`src/rtl/jtpang_pal_pkg.sv`:
```
// Shared constants and types for the palette arbiter.
// Slot numbers, RAM geometry and CPU sequencer states.
package jtpang_pal_pkg;

  localparam int AW = 12;
  localparam int SWEEP_LEN = 1 << AW;

  localparam logic [2:0] PH_HI  = 3'd0;
  localparam logic [2:0] PH_CPU = 3'd1;
  localparam logic [2:0] PH_GB  = 3'd2;
  localparam logic [2:0] PH_MAX = 3'd4;

  typedef enum logic [2:0] {
    ST_IDLE,
    ST_WR,
    ST_RD1,
    ST_RD2,
    ST_ACK
  } cpu_st_t;

  function automatic logic [AW-1:0] cpu_map(
    input logic [10:0] a,
    input logic        bank
  );
    return {a[0], bank, a[10:1]};
  endfunction

endpackage

```
`src/rtl/jtpang_pal_arb.sv`:
```
// Palette RAM arbiter: video colour fetch,
// CPU access slots and post-reset clear sweep.
module jtpang_pal_arb
  import jtpang_pal_pkg::*;
#(
  parameter logic CLR_EN = 1'b1
) (
  input  logic          rst,
  input  logic          clk,
  input  logic          pxl_cen,
  input  logic          LHBL,
  input  logic          LVBL,
  input  logic [10:0]   vid_idx,
  input  logic          cpu_cs,
  input  logic          cpu_wr_n,
  input  logic [10:0]   cpu_addr,
  input  logic          pal_bank,
  input  logic [7:0]    cpu_dout,
  output logic [7:0]    cpu_din,
  output logic          cpu_ok,
  output logic [AW-1:0] ram_addr,
  output logic          ram_we,
  output logic [7:0]    ram_din,
  input  logic [7:0]    ram_q,
  output logic [3:0]    red,
  output logic [3:0]    green,
  output logic [3:0]    blue,
  output logic          busy
);

  logic [2:0]  ph;
  logic [10:0] idx;
  logic [3:0]  nr;
  logic [3:0]  ng;
  logic [3:0]  nb;
  logic [AW:0] clr_cnt;
  cpu_st_t     st;
  cpu_st_t     st_nx;
  logic        grant;
  logic        active;
  logic        vid_on;
  logic        cpu_slot;

  assign active = LHBL & LVBL;
  assign vid_on = active & ~busy;

  // CPU sequencer: slot grant and next state
  always_comb begin
    grant    = 1'b0;
    st_nx    = st;
    cpu_slot = ~busy &
      (~active | (~pxl_cen & (ph == PH_CPU)));
    unique case (st)
      ST_IDLE: begin
        if (cpu_cs && cpu_slot) begin
          grant = 1'b1;
          st_nx = cpu_wr_n ? ST_RD1 : ST_WR;
        end
      end
      ST_WR:   st_nx = ST_ACK;
      ST_RD1:  st_nx = ST_RD2;
      ST_RD2:  st_nx = ST_ACK;
      ST_ACK:  if (!cpu_cs) st_nx = ST_IDLE;
      default: st_nx = ST_IDLE;
    endcase
  end

  // CPU sequencer state register
  always_ff @(posedge clk) begin
    if (rst) st <= ST_IDLE;
    else     st <= st_nx;
  end

  // Slot counter, restarted by every pixel enable
  always_ff @(posedge clk) begin
    if (rst) begin
      ph <= PH_MAX;
    end else if (pxl_cen) begin
      ph <= 3'd0;
    end else if (ph != PH_MAX) begin
      ph <= ph + 3'd1;
    end
  end

  // Colour fetch pipeline and pixel output
  always_ff @(posedge clk) begin
    if (rst) begin
      idx   <= '0;
      nr    <= '0;
      ng    <= '0;
      nb    <= '0;
      red   <= '0;
      green <= '0;
      blue  <= '0;
    end else begin
      if (pxl_cen) idx <= vid_idx;
      if (!vid_on) begin
        {red, green, blue} <= '0;
      end else if (pxl_cen) begin
        {red, green, blue} <= {nr, ng, nb};
      end
      if (vid_on && !pxl_cen && ph == PH_CPU)
        nr <= ram_q[3:0];
      if (vid_on && !pxl_cen && ph == PH_GB)
        {ng, nb} <= ram_q;
    end
  end

  // RAM port: clear sweep, CPU slot, video reads
  always_ff @(posedge clk) begin
    if (rst) begin
      ram_addr <= '0;
      ram_we   <= 1'b0;
      ram_din  <= '0;
      busy     <= CLR_EN;
      clr_cnt  <= '0;
    end else begin
      ram_we <= 1'b0;
      if (busy) begin
        if (clr_cnt[AW]) begin
          busy <= 1'b0;
        end else begin
          ram_addr <= clr_cnt[AW-1:0];
          ram_we   <= 1'b1;
          ram_din  <= '0;
          clr_cnt  <= clr_cnt + 1'b1;
        end
      end else if (grant) begin
        ram_addr <= cpu_map(cpu_addr, pal_bank);
        ram_we   <= ~cpu_wr_n;
        if (!cpu_wr_n) ram_din <= cpu_dout;
      end else if (vid_on && pxl_cen) begin
        ram_addr <= {1'b0, vid_idx};
      end else if (vid_on && ph == PH_HI) begin
        ram_addr <= {1'b1, idx};
      end
    end
  end

  // CPU read data and completion flag
  always_ff @(posedge clk) begin
    if (rst) begin
      cpu_ok  <= 1'b0;
      cpu_din <= '0;
    end else begin
      cpu_ok <= (st_nx == ST_ACK);
      if (st == ST_RD2) cpu_din <= ram_q;
    end
  end

endmodule

```
`config.mk`:
```
export PLATFORM = sky130hd
export DESIGN_NAME = jtpang_pal_arb
export DESIGN_NICKNAME = d
export VERILOG_FILES = /design/src/rtl/jtpang_pal_pkg.sv /design/src/rtl/jtpang_pal_arb.sv
export SDC_FILE = /design/constraint.sdc
export NUM_CORES = 1
export LEC_CHECK = 0
export CORE_UTILIZATION = 49
export DETAILED_ROUTE_END_ITERATION = 7
export PLACE_DENSITY_LB_ADDON = 0.12
export SETUP_SLACK_MARGIN = 0.2
export SLEW_MARGIN = 20
export SYNTH_ARGS = -nofsm -noshare
export SYNTH_HDL_FRONTEND = slang
export SYNTH_SLANG_ARGS = --single-unit
```
`constraint.sdc`:
```
create_clock -name clk -period 3.1 [get_ports clk]
set_clock_uncertainty 0.05 [all_clocks]
set_input_delay 0.62 -clock clk [delete_from_list [all_inputs] [get_ports clk]]
set_output_delay 0.62 -clock clk [all_outputs]
set_load 0.03 [all_outputs]
```
After elaboration in Yosys (flattened, before gate mapping)
Index checks and enable logic that the tools add are counted.
Cells by class
  mux-type cells: 22
  equality and inequality tests: 10
  bitwise logic cells: 11
  add/sub/neg operators: 2
  reductions and logical operators: 18
Operators with widths (number)
  2-to-1 mux 12 bit: 5
  2-to-1 mux 8 bit: 4
  adder 13 x 1 -> 13 bit (second input constant): 1
  2-to-1 mux 13 bit: 1
  2-to-1 mux 3 bit: 4
  one-hot mux 3 bit (4 select lines): 1
  == test 3 x 2 -> 1 bit (second input constant): 3
  == test 3 x 1 -> 1 bit (second input constant): 2
  == test 3 bit (second input constant): 2
  logical AND 1 bit: 6
  zero test 3 bit: 2
  2-to-1 mux 1 bit: 6
  NOT 1 bit: 6
  OR reduction 2 bit: 3
  AND 1 bit: 4
  AND reduction 2 bit: 2
  nonzero test 2 bit: 2
  nonzero test 4 bit: 1
  adder 3 x 1 -> 3 bit (second input constant): 1
  inequality test 3 bit (second input constant): 1
  AND reduction 3 bit: 1
  2-to-1 mux 2 bit: 1
  inequality test 2 x 1 -> 1 bit (second input constant): 1
  inequality test 2 bit (second input constant): 1
  other kinds (2): 2
Word-level totals
  bits in registers: 85
  input port bits: 46
  word-level logic and storage cells: 81

Logic depth before layout (Yosys ltp)
Gate-level depths: netlist (run 1).
  depth in word-level cells: 9
  mapped depth: 8
  depth with buffers taken out: 6

Worst setup path before layout (run 1)
OpenSTA, ideal clock, no wires.
  path kind: input port to flip-flop
  from: input pxl_cen
  to: register ram_addr[5]
  setup time: 0.088 ns
  path slack: 0.860 ns
  stages on the path: 6
  arrival time: 2.102 ns
  cells stage by stage: or3b_1 -> clkbuf_2 -> a211o_1 -> buf_6 -> a221o_1 -> a311oi_2
Between the ends
  cells in the longest elaborated chain, start to end: 9
RTL lines
  from (decl): RTL line jtpang_pal_arb.sv:10  | input logic pxl_cen,
  NOT 1 bit: RTL line jtpang_pal_arb.sv:52  | (~active | (~pxl_cen & (ph == PH_CPU)));
  AND 1 bit: RTL line jtpang_pal_arb.sv:52
  bitwise OR 1 bit: RTL line jtpang_pal_arb.sv:52
  AND 1 bit: RTL line jtpang_pal_arb.sv:51  | cpu_slot = ~busy &
  logical AND 1 bit: RTL line jtpang_pal_arb.sv:55  | if (cpu_cs && cpu_slot) begin
  2-to-1 mux 1 bit: RTL line jtpang_pal_arb.sv:55
  2-to-1 mux 1 bit: RTL line jtpang_pal_arb.sv:53  | unique case (st)
  nonzero test 4 bit (no source line) or 2-to-1 mux 12 bit (tied branches)
  AND reduction 2 bit (no source line) or 2-to-1 mux 12 bit (tied branches)
  to (signal assigned): RTL line jtpang_pal_arb.sv:123  | ram_addr <= clr_cnt[AW-1:0];
  to (signal assigned): RTL line jtpang_pal_arb.sv:129  | ram_addr <= cpu_map(cpu_addr, pal_bank);
  to (signal assigned): RTL line jtpang_pal_arb.sv:133  | ram_addr <= {1'b0, vid_idx};
  to (decl): RTL line jtpang_pal_arb.sv:21  | output logic [AW-1:0] ram_addr,
Parallel ways exist; a longest one is shown, timed or not.
A chain may end at the register's enable or synchronous reset.

Worst setup path after layout (run 1)
  from: register busy
  to: output busy
RTL lines
  from (decl): RTL line jtpang_pal_arb.sv:28  | output logic busy
  from (signal assigned): RTL line jtpang_pal_arb.sv:115  | busy <= CLR_EN;
  from (signal assigned): RTL line jtpang_pal_arb.sv:121  | busy <= 1'b0;
No word-level cell between the ends.

==> summary.md, run 1 <==
| Metric | Value |
|---|---|
| Run status | finished, final reports clean |
| Unrepaired setup endpoints after global routing | no |
| Clk slew on worst S/H paths | 0.08 ns |
| DRT antenna net count | 0 |
| RePlAce Congestion | 0.759 |
| ANT cells | 0 |
| PwrDens | 434 nW/µm² |
| CP max stage cell | clkdlybuf4s50_1 |
| Share of the synthesized area in the top cell type | 46.0% |
| Worst-skew pair later-pin latency | 0.35 ns |
| Num CTS Buffers | 9 |
| Final Cycle Share | 80.6% |
| Critical path class | reg2out |
| Placed Cells | 556 |
| Async S/R FF share, synth | 0% |
| Initial core utilization | 51.0% |
| Number of flops mapped to enable cells by yosys | 0 |
| Worst-margin pin slew | 0.981 ns |
| IO Pins | 89 |
| Startpoint types | flop |
| Area growth from synthesis to layout | 30.5% |
| Synth warn | 0 |
| Worst-path cell chain | clkdlybuf4s50_1 |
| Hold buffer count at CTS | 0 |
| Sequential-to-total area share from yosys stat | 46.0% |
| Critical path depth | 1 |
| Global-route wire length before repair | 13,400 µm |
| Clk sinks | 85 |
| Die W | 88.9 µm |
| # rows | 31 |
| Power Total | 2.09 mW |
| Via Count | 3,048 |
| Non-filler cells, final | 572 |
| Max Fclk | 400 MHz |
| Slowest Stage Delay on Critical Path | 0.79 ns |
| Fin area | 4820 µm² |
| Hold depth | 2 |
| Synth Register Bits | 85 |
| CTS tree | done |
| Initial antenna violation count | 0 |
| Synth Net Count | 443 |
| Buffers and inverters on the worst path | 1 |
| CP delay by family, top | buffers and inverters |
| Post-Syn Instances | 392 |
| Filler cells | 627 |
| Vias in the first global route | 2,752 |
| H-tree depth | 3 |
| Post-cts resize count | 0 |
| Crit path max fanout | 18 |
| Iteration-0 DRC Markers | 114 |
| Post-CTS Setup Bufs | 0 |
| GRT Total Usage | 22.0% |
| DRT Pass-1 Iters | 4 |
| Setup TNS | 0 ns |
| Reg2Reg Depth | 5 |
| DP HPWL | 5770 µm |
| Share of cells above drive strength 1 | 7.82% |
| Synth top area cells | dfxtp_1 (46%), mux2i_1 (15%), nor2_1 (6.9%) |
| Final slew viol count | 0 |
| Reg area | 1700 µm² |
| Area of the multi-input gates | 1860 µm² |
| Prevailing post-synth register cell | dfxtp_1 |
| Syn Area/Cell | 9.43 µm² |
| Root Driver | clkbuf_8 |
| DR vias/cell | 5.33 |
| Area leader, netlist | dfxtp_1 |
| Post-synth top cells | dfxtp_1 (85), nor2_1 (68), mux2i_1 (55), nand3_1 (23), nand2_1 (20) |
| Clock Path Buffers | 2 |
| Die area | 7890 µm² |
| PortBufs | 88 |
| Die Height | 88.9 µm |
| Final WL | 8270 µm |
| WP data required | 2.43 ns |
| Leakage | 1.96 nW |
| Largest net degree at the start of global routing | 74 |
| Yosys cell types | 42 |
| CP arrival | 1.83 ns |
| Routed WL per cell | 14.5 µm |
| Max IR drop VDD | 0.288 mV |
| Grt total ovfl | 0 |
| Max Cap Viol | 0 |
| Nets@finish | 519 |
| Netlist area before placement | 3700 µm² |
| Top-count cell post-synth | dfxtp_1 |
| DRC Markers | 0 |
| Hold Vio Cnt, Final | 0 |
| Final Setup Violations | 0 |
| Min-Delay Path Class | reg2reg |
| Core Area | 7250 µm² |
| CP endpoint kind | output pin |
| Placed Area | 4610 µm² |
| Slew HR | 34.6% |
| Fin crit period | 2.50 ns |
## final cells by class
class / count / share of cell area [%]
sequential: 85 / 35.3
timing repair buffer: 94 / 19.0
clock inverter: 4 / 0.934
tap: 99 / 2.57
clock buffer: 12 / 3.42
multi-input combinational: 274 / 38.5
inverter: 4 / 0.311
## cell usage in the layout, fill, tap and decap left out, types with 11 or more instances in the layout
cell,netlist,routed
nand2_1,20,20
nand3_1,23,23
dfxtp_1,85,85
clkbuf_8,0,12
a221o_1,11,11
a21oi_1,15,15
clkdlybuf4s50_1,0,86
mux2i_1,55,55
nor3_1,17,17
nor2_1,68,68
## per-layer routing
layer  part of all wire, %  vias up  GRT usage [%]
li1                      -     1538              -
met1                    49     1420           31.4
met2                    45       80           34.1
met3                   5.4       10           3.26
met4                   1.1        0           7.48
met5                     0        -              0
## metrics by stage
step,hold WS (ns),util (%),setup slack (ns)
after floorplan,0.410,-,0.860
after global placement,0.404,63.6,0.469
after detailed placement,0.408,63.6,0.392
after CTS,0.419,66.5,0.586
after global routing,0.448,66.5,0.491
final,0.415,66.5,0.601
## sequential cells by signal, summed over array words and instances, names as in the netlist
signal,count
clr_cnt,13
ram_addr,12
idx,11
cpu_din,8
ram_din,8
blue,4
green,4
nb,4
ng,4
nr,4
red,4
ph,3
st,3
busy,1
cpu_ok,1
ram_we,1
## power breakdown
part           internal, mW  switching, mW  total (mW)
Combinational        0.0866         0.0760       0.163
Clock                 0.435          0.374       0.809
Sequential             1.11         0.0128        1.12
## cells by family (layout without fill, tap and decap cells)
kind of cell    after synthesis  count (layout)  share of synthesized area [%]
simple gates                153             153                           19.2
flops                        85              85                           46.0
mux                          56              56                           15.2
compound gates               50              50                           11.8
buf+inv                      33             114                           3.69
xor+xnor                     10              10                           2.37
fa+ha+maj                     5               5                           1.69
## tightest hold or removal path, stage by stage (launching register included)
cell	delay, ns
dfxtp_1	0.31
nand3_1	0.06
a21oi_1	0.05
## worst paths after layout
kind	startpoint	slack, ns	to
worst max-delay path	busy$_SDFF_PP1_	0.60	busy
worst min-delay path	ram_din[5]$_SDFFE_PP0P_	0.42	ram_din[5]$_SDFFE_PP0P_
worst max register to register	ph[0]$_SDFFE_PP0P_	0.65	ram_addr[6]$_SDFFE_PP0P_
worst min register to register	ram_din[5]$_SDFFE_PP0P_	0.42	ram_din[5]$_SDFFE_PP0P_
(Power assumes the default switching activity.)
==> run 2, diff against run 1 <==
- clock period: 3.1 -> 2.4 ns (I/O delays scaled with it)
==> summary.md, run 2 (synthesized netlist as in run 1, its figures left out) <==
| Metric | Value |
|---|---|
| Run status | finished, final reports clean |
| Share of cells above drive strength 1 | 11.2% (+3.4 points) |
| Int Pwr | 2.16 mW (+33%) |
| Grt total ovfl | 0 (unchanged) |
| Largest regs | clr_cnt: 13 flops, ram_addr: 12 flops, idx: 11 flops |
| Critical path class | reg2reg |
| Most common cell after layout, fill and taps aside | clkdlybuf4s50_1 |
| Sequential Power Share | 51.8% (-1.8 points) |
| H-tree depth | 3 (unchanged) |
| Slew HR | 57.1% (+23 points) |
| Final slew viol count | 0 (unchanged) |
| Fin area | 4960 µm² (+2.8%) |
| Final Cycle Share | 88.7% |
| Hold Vio Cnt, Final | 0 (unchanged) |
| Slowest Stage Delay on Critical Path | 0.44 ns (-0.35 ns) |
| CP endpoint kind | flop |
| Hold_ws | 0.421 ns (+0.00610 ns) |
| Unrepaired setup endpoints after global routing | no |
| Num CTS Buffers | 9 (unchanged) |
| CP arrival | 2.34 ns (+0.51 ns) |
| Initial core utilization | 51.0% (unchanged) |
| Hold depth | 2 (unchanged) |
| Non-filler cells, final | 582 (+1.7%) |
| Max Fclk | 470 MHz |
| Most flop-heavy register | clr_cnt |
| # rows | 31 (unchanged) |
| DRT antenna net count | 0 (unchanged) |
| Nets@finish | 529 (+1.9%) |
| Fin crit period | 2.13 ns |
| IO Pins | 89 (unchanged) |
| WP data required | 2.61 ns (+0.18 ns) |
| PwrDens | 564 nW/µm² (+30%) |
| Crit path max fanout | 6 (-12) |
| Initial antenna violation count | 0 (unchanged) |
| Clk slew on worst S/H paths | 0.09 ns (about the same) |
| Die area | 7890 µm² (unchanged) |
| Worst-path cell chain | inv_2, ha_1, or3b_4, a211o_4, a221o_1, a311oi_2 |
| Die W | 88.9 µm (unchanged) |
| RePlAce Congestion | 0.768 (+1.2%) |
| Min-Delay Path Class | reg2reg |
| Final WL | 8790 µm (+6.2%) |
| Hold buffer count at CTS | 0 (unchanged) |
| Final Setup Violations | 0 (unchanged) |
| ANT cells | 0 (unchanged) |
| Vias in the first global route | 2,951 (+7.2%) |
| Routed WL per cell | 15.1 µm (+4.4%) |
| CP max stage cell | or3b_4 |
| Startpoint types | flop |
| Clock Power Share | 40.1% (+1.4 points) |
| Switching part of the total | 22.6% (+0.49 points) |
| Switching Power | 0.633 mW (+37%) |
| Leakage | 2.02 nW (+3.0%) |
| Most frequent cells in the layout | clkdlybuf4s50_1 (86), dfxtp_1 (83), nor2_1 (68) |
| Root Driver | clkbuf_8 |
| DR vias/cell | 5.41 (+1.6%) |
| Clock Path Buffers | 2 (unchanged) |
| Setup TNS | 0 ns (unchanged) |
| Die Height | 88.9 µm (unchanged) |
| DRC Markers | 0 (unchanged) |
| Placed Area | 4690 µm² (+1.6%) |
| CTS tree | done |
| Worst-margin pin slew | 0.641 ns (-0.340 ns) |
| Number of flip-flops in the largest register | 13 (unchanged) |
| GRT Total Usage | 23.5% (+1.5 points) |
| Via Count | 3,151 (+3.4%) |
| Global-route wire length before repair | 14,100 µm (+5.9%) |
| Logic pwr share | 8.1% (+0.3 points) |
| Max Cap Viol | 0 (unchanged) |
| DP HPWL | 5850 µm (+1.4%) |
| Placed Cells | 564 (+1.4%) |
| Core Area | 7250 µm² (unchanged) |
| Max IR drop VDD | 0.454 mV (+58%) |
| Area growth from synthesis to layout | 34.2% |
| DRT Pass-1 Iters | 4 (unchanged) |
| Iteration-0 DRC Markers | 174 (+53%) |
| Reg2Reg Depth | 6 (+1) |
| Clk sinks | 85 (unchanged) |
| Largest net degree at the start of global routing | 74 (unchanged) |
| PortBufs | 88 (unchanged) |
| Worst-skew pair later-pin latency | 0.36 ns (about the same) |
==> run 2: metal layers <==
| layer | vias to the layer above | GRT usage [%] | wire length, µm | share of wire [%] |
|---|---|---|---|---|
| met2 | 88 | 37.6 | 4030 | 46 |
| met5 | - | 0 | 0 | 0 |
| met4 | 0 | 7.33 | 113 | 1.3 |
| met1 | 1488 | 31.1 | 4090 | 47 |
| li1 | 1564 | - | - | - |
| met3 | 11 | 6.06 | 547 | 6.2 |
==> run 2: cell type report <==
type	instances	area, µm²
fillers	592	2290
multi-input cells	275	1900
flip-flops and latches	85	1700
repair buffers	103	996
clock buffers	10	138
well taps	99	124
clock inverters	6	86.3
inverters	4	15.0
==> run 2: repair_timing <==
action	4_1_cts	5_1_grt
cloned	1	0
pin swaps	1	1
buffers inserted	0	1
gates resized for setup	5	4
endpoints found under the setup margin	12	10
==> run 2: worst max-delay path, delay by kind of cell, from the launching register on <==
family / cells / cell delay, ns
flops: 1 / 0.35
compound gates: 3 / 0.98
fa+ha+maj: 1 / 0.15
buf+inv: 1 / 0.06
simple gates: 1 / 0.44
==> run 2: path summary, 6_finish.rpt <==
check | from | slack (ns) | end
max | ph[1]$_SDFFE_PP0P_ | 0.27 | ram_addr[1]$_SDFFE_PP0P_
min | ram_din[7]$_SDFFE_PP0P_ | 0.42 | ram_din[7]$_SDFFE_PP0P_
max reg2reg | ph[1]$_SDFFE_PP0P_ | 0.27 | ram_addr[1]$_SDFFE_PP0P_
min reg2reg | ram_din[7]$_SDFFE_PP0P_ | 0.42 | ram_din[7]$_SDFFE_PP0P_
==> run 2: per-stage QoR <==
step                worst slack (ns)  utilization, %  power (mW)
detailed placement           -0.0906            64.6        1.70
global placement             -0.0675            64.6        1.69
CTS                            0.230            68.1        2.82
finish                         0.271            68.4        2.80
floorplan                      0.278               -        1.58
global route                   0.204            68.4        2.90
==> run 2: power groups by stage <==
stage	Combinational (mW)	Clock, mW	Sequential [mW]
2_1_floorplan	0.101	0	1.48
3_3_place_gp	0.215	0	1.48
3_5_place_dp	0.217	0	1.48
4_1_cts	0.225	1.14	1.45
5_1_grt	0.244	1.21	1.45
6_report	0.226	1.12	1.45
